## config.mk

```make
export PLATFORM = sky130hd
export DESIGN_NAME = inst_encoder
export DESIGN_NICKNAME = d
export VERILOG_FILES = /design/src/rtl/inst_enc_pkg.sv /design/src/rtl/inst_enc_pack.sv /design/src/rtl/inst_encoder.sv
export SDC_FILE = /design/constraint.sdc
export NUM_CORES = 1
export LEC_CHECK = 0
export ABC_AREA = 1
export CAP_MARGIN = 10
export CORE_MARGIN = 10
export CORE_UTILIZATION = 51
export DETAILED_ROUTE_END_ITERATION = 8
export GPL_ROUTABILITY_DRIVEN = 0
export PLACE_DENSITY_LB_ADDON = 0.2
export SLEW_MARGIN = 0
export SYNTH_ARGS = -nofsm -noshare
export SYNTH_HDL_FRONTEND = slang
export SYNTH_HIERARCHICAL = 1
export SYNTH_SLANG_ARGS = --single-unit
```

## constraint.sdc

```tcl
create_clock -name clk -period 4 [get_ports clk]
set_input_delay 0.4 -clock clk [delete_from_list [all_inputs] [get_ports clk]]
set_output_delay 0.4 -clock clk [all_outputs]
set_load 0.01 [all_outputs]
```

## src/rtl/inst_enc_pkg.sv

```systemverilog
// Shared definitions for the RV32I instruction encoder and the ID decoder.
// Contents:
//   - instruction format codes (FMT_R..FMT_J); 6 and 7 are illegal
//   - RV32I major opcode constants
//   - encoder FSM state encoding
//   - fits_signed: immediate range helper used by the optional range checks
package inst_enc_pkg;

    localparam logic [2:0] FMT_R = 3'd0;
    localparam logic [2:0] FMT_I = 3'd1;
    localparam logic [2:0] FMT_S = 3'd2;
    localparam logic [2:0] FMT_B = 3'd3;
    localparam logic [2:0] FMT_U = 3'd4;
    localparam logic [2:0] FMT_J = 3'd5;

    localparam logic [6:0] OP_LUI    = 7'b0110111;
    localparam logic [6:0] OP_JAL    = 7'b1101111;
    localparam logic [6:0] OP_BRANCH = 7'b1100011;
    localparam logic [6:0] OP_STORE  = 7'b0100011;
    localparam logic [6:0] OP_OPIMM  = 7'b0010011;
    localparam logic [6:0] OP_OP     = 7'b0110011;

    localparam logic [1:0] ST_EMPTY = 2'd0;
    localparam logic [1:0] ST_VALID = 2'd1;
    localparam logic [1:0] ST_FULL  = 2'd2;

    // True when v is representable as a signed value whose sign bit and all
    // bits above it are covered by 'mask' (e.g. 32'hFFFF_F800 for 12 bits):
    // the masked bits must be all zeros or all ones.
    function automatic logic fits_signed(input logic [31:0] v, input logic [31:0] mask);
        logic [31:0] hi;
        hi = v & mask;
        return (hi == 32'd0) || (hi == mask);
    endfunction

endpackage

```

## src/rtl/inst_enc_pack.sv

```systemverilog
// inst_pack: combinational RV32I field packer.
// Takes the decoded field bundle and format code and produces the 32-bit
// instruction word plus a 'legal' flag.
// Ports: fmt, opcode, funct3, funct7, rd, rs1, rs2, imm (inputs);
//        inst (packed word), legal (bundle may be emitted).
// Build option: INST_ENC_CHECK_EN adds immediate-range and opcode[1:0]
// checks that clear 'legal'; without it out-of-range bits are truncated.
module inst_pack
    import inst_enc_pkg::*;
(
    input  logic [2:0]  fmt,
    input  logic [6:0]  opcode,
    input  logic [2:0]  funct3,
    input  logic [6:0]  funct7,
    input  logic [4:0]  rd,
    input  logic [4:0]  rs1,
    input  logic [4:0]  rs2,
    input  logic [31:0] imm,
    output logic [31:0] inst,
    output logic        legal
);

    logic fmt_ok_s;
    logic range_ok_s;

    // Standard RV32I packing per format; illegal formats produce a zero word.
    always_comb begin
        inst     = 32'd0;
        fmt_ok_s = 1'b1;
        case (fmt)
            FMT_R:   inst = {funct7, rs2, rs1, funct3, rd, opcode};
            FMT_I:   inst = {imm[11:0], rs1, funct3, rd, opcode};
            FMT_S:   inst = {imm[11:5], rs2, rs1, funct3, imm[4:0], opcode};
            FMT_B:   inst = {imm[12], imm[10:5], rs2, rs1, funct3, imm[4:1], imm[11], opcode};
            FMT_U:   inst = {imm[31:12], rd, opcode};
            FMT_J:   inst = {imm[20], imm[10:1], imm[11], imm[19:12], rd, opcode};
            default: begin
                inst     = 32'd0;
                fmt_ok_s = 1'b0;
            end
        endcase
    end

`ifdef INST_ENC_CHECK_EN
    // Immediate range and opcode sanity checks.
    always_comb begin
        range_ok_s = (opcode[1:0] == 2'b11);
        case (fmt)
            FMT_I, FMT_S: range_ok_s = range_ok_s && fits_signed(imm, 32'hFFFF_F800);
            FMT_B:        range_ok_s = range_ok_s && fits_signed(imm, 32'hFFFF_F000) && !imm[0];
            FMT_J:        range_ok_s = range_ok_s && fits_signed(imm, 32'hFFF0_0000) && !imm[0];
            FMT_U:        range_ok_s = range_ok_s && (imm[11:0] == 12'd0);
            default:      range_ok_s = range_ok_s;
        endcase
    end
`else
    assign range_ok_s = 1'b1;
`endif

    assign legal = fmt_ok_s && range_ok_s;

endmodule

```

## src/rtl/inst_encoder.sv

```systemverilog
// inst_encoder: streaming RV32I instruction encoder / program loader.
// Accepts decoded field bundles on a valid/ready input, packs them via
// inst_pack, and emits each word with an auto-incrementing byte address on
// a valid/ready output backed by a single output register (full throughput).
// Ports:
//   clk, rst (async active-low)
//   in_valid/in_ready, fmt, opcode, funct3, funct7, rd, rs1, rs2, imm
//   out_valid/out_ready, out_inst, out_addr
//   count (handshakes completed), full (DEPTH words emitted, terminal),
//   err (sticky: illegal fmt or, with INST_ENC_CHECK_EN, range failure)
// Parameters: BASE_ADDR (first word address), DEPTH (words before full).
module inst_encoder
    import inst_enc_pkg::*;
#(
    parameter logic [31:0] BASE_ADDR = 32'h0000_0000,
    parameter int unsigned DEPTH     = 256
) (
    input  logic        clk,
    input  logic        rst,
    input  logic        in_valid,
    output logic        in_ready,
    input  logic [2:0]  fmt,
    input  logic [6:0]  opcode,
    input  logic [2:0]  funct3,
    input  logic [6:0]  funct7,
    input  logic [4:0]  rd,
    input  logic [4:0]  rs1,
    input  logic [4:0]  rs2,
    input  logic [31:0] imm,
    output logic        out_valid,
    input  logic        out_ready,
    output logic [31:0] out_inst,
    output logic [31:0] out_addr,
    output logic [16:0] count,
    output logic        full,
    output logic        err
);

    localparam logic [16:0] DEPTH_C = 17'(DEPTH);

    logic [1:0]  state_r;
    logic [1:0]  state_nxt_s;
    logic        out_valid_r;
    logic [31:0] out_inst_r;
    logic [31:0] out_addr_r;
    logic [31:0] wr_ptr_r;
    logic [16:0] count_r;
    logic [16:0] accepted_r;
    logic        full_r;
    logic        err_r;

    logic [31:0] word_s;
    logic        legal_s;
    logic        accept_s;
    logic        acc_legal_s;
    logic        acc_illegal_s;
    logic        out_hs_s;

    inst_pack u_pack (
        .fmt    (fmt),
        .opcode (opcode),
        .funct3 (funct3),
        .funct7 (funct7),
        .rd     (rd),
        .rs1    (rs1),
        .rs2    (rs2),
        .imm    (imm),
        .inst   (word_s),
        .legal  (legal_s)
    );

    // Stop accepting as soon as DEPTH legal words are in, even while the
    // last one is still waiting for its output handshake.
    assign in_ready      = (state_r != ST_FULL) && (accepted_r != DEPTH_C) &&
                           (!out_valid_r || out_ready);
    assign accept_s      = in_valid && in_ready;
    assign acc_legal_s   = accept_s && legal_s;
    assign acc_illegal_s = accept_s && !legal_s;
    assign out_hs_s      = out_valid_r && out_ready;

    // Next-state logic for the output register occupancy FSM.
    always_comb begin
        state_nxt_s = state_r;
        case (state_r)
            ST_EMPTY: begin
                if (acc_legal_s) state_nxt_s = ST_VALID;
                else             state_nxt_s = ST_EMPTY;
            end
            ST_VALID: begin
                if (acc_legal_s)                  state_nxt_s = ST_VALID;
                else if (!out_hs_s)               state_nxt_s = ST_VALID;
                else if (accepted_r == DEPTH_C)   state_nxt_s = ST_FULL;
                else                              state_nxt_s = ST_EMPTY;
            end
            ST_FULL:  state_nxt_s = ST_FULL;
            default:  state_nxt_s = ST_EMPTY;
        endcase
    end

    // Output register, write pointer, counters and sticky error.
    always_ff @(posedge clk or negedge rst) begin
        if (!rst) begin
            state_r     <= ST_EMPTY;
            out_valid_r <= 1'b0;
            out_inst_r  <= 32'd0;
            out_addr_r  <= BASE_ADDR;
            wr_ptr_r    <= BASE_ADDR;
            count_r     <= 17'd0;
            accepted_r  <= 17'd0;
            full_r      <= 1'b0;
            err_r       <= 1'b0;
        end else begin
            if (acc_legal_s) begin
                // A new word overwrites the register in the same edge as
                // the old one's handshake, so there is no bubble.
                out_inst_r <= word_s;
                out_addr_r <= wr_ptr_r;
                wr_ptr_r   <= wr_ptr_r + 32'd4;
                accepted_r <= accepted_r + 17'd1;
            end
            if (acc_illegal_s) begin
                err_r <= 1'b1;
            end
            if (out_hs_s) begin
                count_r <= count_r + 17'd1;
            end
            state_r     <= state_nxt_s;
            out_valid_r <= (state_nxt_s == ST_VALID);
            full_r      <= (state_nxt_s == ST_FULL);
        end
    end

    assign out_valid = out_valid_r;
    assign out_inst  = out_inst_r;
    assign out_addr  = out_addr_r;
    assign count     = count_r;
    assign full      = full_r;
    assign err       = err_r;

endmodule
```

Yosys cells after proc, flatten, opt, wreduce, memory -nomap -nowiden
Cells that the tools add are included.

word-level totals
  register bits = 135
  bits of input ports = 71
  output and inout port bits = 85
  word-level logic and storage cells = 43

operators by class
  add/sub/neg operators = 3
  eq/ne operators = 12
  mux-type cells = 7
  reduce and logical (&&, ||, !) cells = 12

operator list
  kind                                                               number
  32-bit case mux with 6 select lines                                1
  17-bit by 1-bit adder with 17-bit output (second input constant)   2
  32-bit by 3-bit adder with 32-bit output (second input constant)   1
  17-bit by 9-bit == test with 1-bit output (second input constant)  1
  17-bit by 9-bit != test with 1-bit output (second input constant)  1
  3-bit by 2-bit == test with 1-bit output (second input constant)   2
  3-bit == test (second input constant)                              2
  1-bit logical AND                                                  6
  2-bit two-way mux                                                  3
  2-bit case mux with 3 select lines                                 1
  6-bit OR reduction                                                 1
  2-bit by 1-bit == test with 1-bit output (second input constant)   2
  2-bit == test (second input constant)                              2
  3-bit by 1-bit == test with 1-bit output (second input constant)   1
  3-bit logical NOT                                                  1
  1-bit logical NOT                                                  2
  2-bit logical NOT                                                  1
  1-bit two-way mux                                                  2
  2-bit != test (second input constant)                              1
  1-bit logical OR                                                   1

Depth between registers and ports, before layout
Gate-level depths: netlist of run 1.

  depth after elaboration = 8
  mapped depth = 13
  gate-level depth less buffers = 11

Modules after synthesis
Netlist of run 1, hierarchy kept.

by module, submodules not included
  module        times used  cells an instance  area each (sq um)  seq. area each (sq um)
  inst_encoder  1           882                6490.0             3278.1
  inst_pack     1           128                575.6              0.0

Worst setup path before layout of run 1
OpenSTA, ideal clock, no wires.

  path type = reg2reg
  from = register accepted_r[0]
  to = register accepted_r[6]
  library setup time = 0.117 ns
  arrival time = 1.433 ns
  data required time = 3.883 ns
  path slack = 2.450 ns
  stages on the path, launching flop included = 14
  path buffers = 2
  path through = dfrtp_1 inv_1 ha_1 inv_1 nor2_1 nand2_1 nor2_1 nand2_2 nand3_2 nor2_4 buf_6 buf_6 nand2_1 nand2_1

on the way
  cells in the longest elaborated chain, start to end = 5

ends and longest elaborated chain
  element                                                                                           RTL line             source
  start, declared                                                                                   inst_encoder.sv:48   logic [16:0] accepted_r;
  start signal, assigned                                                                            inst_encoder.sv:119  accepted_r <= accepted_r + 17'd1;
  parallel branches: the longest is 5 deep, another holds 17-bit by 1-bit adder with 17-bit output  -

Several ways; the timed one is not identified.
A chain may end at the register's enable or synchronous reset.

Final worst setup path of run 1
  from = register accepted_r[0]
  to = output in_ready

on the way
  cells in the longest elaborated chain, start to end = 3

ends and longest elaborated chain
  element                                    RTL line            source
  17-bit by 9-bit != test with 1-bit output  inst_encoder.sv:74  assign in_ready = (state_r != ST_FULL) && (accepted_r != DEPTH_C) &&
  1-bit logical AND (2 in series)            inst_encoder.sv:74
  end, declared                              inst_encoder.sv:21  output logic in_ready,

Every way passes these cells.

==> impl_results.md, run 1 <==
* Setup TNS at 0 ps
* Post-route cell area at 9310 um^2
* Via count at 6651
* Most frequent cells after synthesis: nand2_1 (547), dfrtp_1 (131), nor2_1 (99)
* Minimum clock period at 2480 ps
* Vias in the first global route at 6134
* Hpwl dp at 12.9 mm
* Core area at 13400 um^2
* Root buf cell: clkbuf_16
* Fin crit share at 0.620
* Diodes inserted at 0
* Leak at 4.66 nW
* Max Clock Freq at 403 MHz
* Die height at 138 um
* I/O pins at 156
* Final nets at 1232
* Final Hold Vio Count at 0
* Hold Path Class: flop to flop
* DRT antenna net count at 0
* CP endpoint kind: primary output
* Worst Reg-to-Reg Cells at 11
* Worst path max stage delay at 580 ps
* #FFs+latches synth at 131
* CTS H-tree depth at 4
* Remaining DRCs at 0
* Grt total ovfl at 0
* Most frequent cell after synthesis: nand2_1
* Synth area leader: dfrtp_1
* Per-cell routed wire length at 13.7 um
* Worst EP arrival at 2080 ps
* WS Path Type: flop to primary output
* Hold Path Depth at 2
* Reg clk slew, reported paths at 60 ps
* Critical path required time at 3600 ps
* Final setup viols at 0
* Worst-path cell chain: inv_1 > ha_1 > inv_1 > nor2_1 > nand2_1 > nor2_1 > a21oi_1 > clkdlybuf4s50_1
* P&R area growth vs syn at 31.8%
* Hold-critical path endpoint: out_inst[28]
* Largest net degree at the start of global routing at 110
* Mapped cell area at 7070 um^2
* Synth async-reset ratio at 1.00
* CTS tree: yes
* Port Buf Inserts at 153
* R2R Setup Slk at 1680 ps
* Area after DPL at 8680 um^2
* Power Density at 335 nW/um^2
* Worst IR Drop VDD at 0.316 mV
* Initial antenna violation count at 0
* Max cap viols at 0
* Initial core utilization at 0.527
* FF-to-FF Start: accepted_r[0]
* Worst-Margin Slew at 572 ps
* Initial DRC Count at 488
* Gate Count Post-Synth at 1010
* Worst setup SP type: flop
* GRT Util Overall at 0.196
* Main synth FF type: dfrtp_1
* Final WL at 18.4 mm
* Core Rows at 42
* Clk Latency, worst-skew pair at 420 ps
* Post-synth EDFFs at 0
* Synth top area share at 0.464
* Synth top area cells: dfrtp_1 (46%), nand2_1 (29%), nor2_1 (5.3%)
* First-pass GRT wire length at 29.8 mm
* Die width at 138 um
* Post-CTS setup buffer count at 0
* Hold_sp: out_inst[28]
* DRT Pass-1 Iters at 5
* R2r endpoint: wr_ptr_r[22]
* Area of the die at 19000 um^2
* Vias/cell at 4.94
* Slowest CP cell: clkdlybuf4s50_1
* Max clock buf depth at 2
* Num Clock Sinks at 131
* Normalized max-slew margin at 0.618
* Yosys cell types at 25
* Cell class contributing the biggest share of worst-path delay: buffers and inverters
* Clock Skews at 6.58 ps
* Sequential share of the synthesized area at 0.464
* Worst path buffer plus inverter count at 3
* Status: finished, final reports clean
* Critical path fanouts, max at 4
* Final slew viol count at 0
* Yosys warning total at 6
* Num CTS Buffers at 17
* RSZ-0062 raised after global routing: false
* Syn avg cell area at 7.00 um^2
* CP startpoint: accepted_r[0]
* Layout cell share with drive strength beyond 1 at 0.0462
-- repair_timing --
item,CTS,global route
hold buffers,1,0
hold endpoints to repair,59,0
endpoints found under the setup margin,0,0
gates resized for setup,0,0
-- flip-flops by register name, indices dropped and copies added (netlist names) --
signal,count
accepted_r,17
count,17
err,1
full,1
out_addr,30
out_inst,32
out_valid,1
state_r,2
wr_ptr_r,30
-- logic make-up (layout without fill, tap and decap cells) --
| family | Yosys count | count (layout) | share of synthesized area |
|---|---|---|---|
| AOI/OAI and AO/OA | 16 | 16 | 0.0117 |
| xor gates and xnor gates | 37 | 37 | 0.0459 |
| adders and majority gates | 4 | 4 | 0.00708 |
| buffers and inverters | 91 | 250 | 0.0606 |
| DFF | 131 | 131 | 0.464 |
| other | 1 | 2 | 0.000531 |
| and+or+nand+nor | 730 | 730 | 0.410 |
-- stage by stage --
step | total power [W] | setup slack [ps] | hold WS [ps] | util | std cells
2_1_floorplan | 0.00140 | 2450 | 104 | - | 1011
3_3_place_gp | 0.00150 | 1480 | 425 | 0.648 | 1313
3_5_place_dp | 0.00150 | 1410 | 431 | 0.648 | 1313
4_1_cts | 0.00315 | 1500 | 480 | 0.695 | 1346
5_1_grt | 0.00322 | 1370 | 492 | 0.695 | 1346
6_report | 0.00312 | 1520 | 477 | 0.695 | 1346
-- how the worst max path moves through the flow --
stage	to	cells past startpoint	slack, ps
6_report	in_ready	8	1520
5_1_grt	in_ready	8	1370
4_1_cts	in_ready	8	1500
3_5_place_dp	out_valid	5	1410
3_3_place_gp	out_valid	5	1480
2_1_floorplan	accepted_r[6]	13	2450
-- layer usage --
metal | vias up | wire length, um | GRT usage
li1 | 3384 | - | -
met1 | 3055 | 7990 | 0.251
met2 | 190 | 8720 | 0.310
met3 | 22 | 1380 | 0.0612
met4 | 0 | 292 | 0.0655
met5 | - | 0 | 0
-- power by group --
part	switching, W	internal, W	total (W)
sequential	0	0.00133	0.00133
combinational	0.0000733	0.0000783	0.000152
clock	0.000586	0.00105	0.00164
total	0.000659	0.00246	0.00312
-- final cells by class --
cell class	count	area (um^2)
Sequential cell	131	3280
Clock inverter	14	185
Timing Repair Buffer	159	1610
Multi-Input combinational cell	789	3360
Clock buffer	18	439
Fill cell	1148	4090
Tap cell	176	220
Inverter	59	221
-- worst register-to-register path, stage by stage, from the launching register on --
cell,delay (ps)
dfrtp_1,420
inv_1,100
ha_1,160
inv_1,40
nor2_1,80
nand2_1,50
nor2_1,180
nand2_2,120
nand4_1,390
buf_12,390
nand2_1,220
nand2_1,110
-- layout by cell type (no fill, tap or decap), types with 5 or more instances in the layout --
cell type	synthesis	final
inv_2	5	5
o21ai_0	11	11
clkdlybuf4s50_1	0	152
xnor2_1	11	11
nand4_1	10	10
inv_1	54	54
nand2_1	547	547
nand3_1	57	57
clkbuf_16	0	17
nor2_1	99	99
clkinv_2	0	5
xor2_1	26	26
dfrtp_1	131	131
Note: power is estimated with default switching activity, not from simulation.
==> run 2: changes to the inputs <==
clock period = 2.5 ns   (was 4 ns; I/O delays follow)
==> impl_results.md, run 2 (synthesized netlist as in run 1, its figures left out) <==
* Final nets at 1234
* GR Util met2 at 0.325
* Reg clk slew, reported paths at 60 ps
* Max Clock Freq at 440 MHz
* Sequential share of power at 0.451
* First-pass GRT wire length at 30.7 mm
* Worst IR Drop VDD at 0.407 mV
* Clock Skews at 5.56 ps
* Clk Latency, worst-skew pair at 420 ps
* Commonest non-fill, non-tap cell in the layout: nand2_1
* Critical path required time at 2250 ps
* Final setup viols at 0
* Max cap viols at 0
* Sw Pwr at 0.00106 W
* Critical path fanouts, max at 4
* Worst-Margin Slew at 690 ps
* Num CTS Buffers at 17
* R2R Setup Slk at 520 ps
* Per-cell routed wire length at 13.9 um
* Initial core utilization at 0.527
* FF-to-FF Start: accepted_r[0]
* RSZ-0062 raised after global routing: false
* Vias in the first global route at 6434
* Vias/cell at 4.98
* Status: finished, final reports clean
* Max clock buf depth at 2
* Minimum clock period at 2270 ps
* Num Clock Sinks at 131
* Busiest grt layer: met2
* Via count at 6707
* Grt total ovfl at 0
* Power Density at 507 nW/um^2
* Largest net degree at the start of global routing at 112
* Cell Int Power at 0.00364 W
* Clk pwr share at 0.496
* Commonest non-fill, non-tap cells in the layout: nand2_1 (547), clkdlybuf4s50_1 (152), dfrtp_1 (131)
* Remaining DRCs at 0
* Worst setup SP type: flop
* Initial DRC Count at 542
* CP endpoint kind: primary output
* Fin crit share at 0.909
* Core area at 13400 um^2
* P&R area growth vs syn at 31.2%
* Worst path max stage delay at 560 ps
* Hold Path Class: primary input to async pin
* Met3 Usage GRT at 0.0696
* Worst setup margin at 228 ps
* CTS tree: yes
* GRT Util Overall at 0.201
* WS Path Type: flop to primary output
* DRT Pass-1 Iters at 7
* Max reg flops at 32
* Port Buf Inserts at 153
* Final slew viol count at 0
* Worst-path cell chain: inv_1 > ha_1 > inv_1 > nor2_1 > nand2_1 > nor2_1 > a21oi_1 > clkdlybuf4s50_1
* Leak at 4.63 nW
* Setup TNS at 0 ps
* Core Rows at 42
* Layout cell share with drive strength beyond 1 at 0.0461
* Die width at 138 um
* Worst setup path endpoint: in_ready
* DRT antenna net count at 0
* I/O pins at 156
* Die height at 138 um
* M1 GR Usage at 0.248
* R2r endpoint: wr_ptr_r[23]
* Final WL at 18.8 mm
* Logic pwr share at 0.053
* Final Hold Vio Count at 0
* Sw frac at 0.226
* Worst Reg-to-Reg Cells at 11
* Initial antenna violation count at 0
* CTS H-tree depth at 4
* Slowest CP cell: clkdlybuf4s50_1
* Root buf cell: clkbuf_16
* Diodes inserted at 0
* CP startpoint: accepted_r[0]
* Worst EP arrival at 2020 ps
* Hpwl dp at 13.1 mm
* Normalized max-slew margin at 0.540
* Post-CTS setup buffer count at 0
* Area of the die at 19000 um^2
* Pre-CTS setup slack at 513 ps
run 2: cell count changes in the layout (fill, tap and decap cells not counted), moves of 2 or more:
cell / previous run / this run
clkinvlp_4: 3 / 5
clkbuf_1: 0 / 2
bufinv_16: 4 / 1
clkinv_2: 5 / 3
run 2: what timing repair did:
action	4_1_cts	5_1_grt
hold buffers	1	0
hold endpoints to repair	71	0
gates resized for setup	0	0
run 2: power groups by stage:
stage / Combinational (W) / Clock, W / Sequential (W)
finish: 0.000249 / 0.00233 / 0.00212
CTS: 0.000252 / 0.00237 / 0.00212
detailed placement: 0.000249 / 0 / 0.00216
global placement: 0.000247 / 0 / 0.00216
global route: 0.000277 / 0.00246 / 0.00212
floorplan: 0.0000756 / 0 / 0.00216
run 2: critical path, delay by kind of cell (launching register included):
| kind | cells | cell delay [ps] |
|---|---|---|
| AO/OA/AOI/OAI | 1 | 160 |
| adder cells (fa/ha/maj) | 1 | 200 |
| buffers and inverters | 3 | 700 |
| flip-flops | 1 | 390 |
| AND/OR/NAND/NOR | 3 | 150 |
run 2: final cells by class:
class                      instances  area (um^2)
tap                              176          220
multi-input combinational        789         3360
sequential                       131         3280
timing repair buffer             161         1630
clock inverter                    12          109
clock buffer                      20          447
fill                            1155         4130
inverter                          59          221
run 2: stage by stage:
step	utilization	total power, W	cell area, um^2	cells	hold WS [ps]
4_1_cts	0.692	0.00474	9270	1348	429
5_1_grt	0.692	0.00486	9270	1348	450
3_3_place_gp	0.650	0.00241	8710	1315	314
2_1_floorplan	-	0.00224	7070	1011	-45.6
6_report	0.692	0.00470	9270	1348	386
3_5_place_dp	0.650	0.00241	8710	1315	308
run 2: how the worst min path moves through the flow:
| stage | start | end | slack (ps) | depth (start not counted) |
|---|---|---|---|---|
| after floorplan | rst | accepted_r[0] | -50 | 0 |
| after global placement | rst | out_inst[4] | 310 | 1 |
| after detailed placement | rst | out_inst[4] | 310 | 1 |
| after CTS | rst | out_inst[4] | 430 | 2 |
| after global routing | rst | out_inst[4] | 450 | 2 |
| final | rst | out_inst[4] | 390 | 2 |
run 2: per-layer routing:
layer  wire [um]  up-vias
met5           0        -
met4         242        0
met3        1550       27
met2        8800      186
met1        8170     3105
li1            -     3389
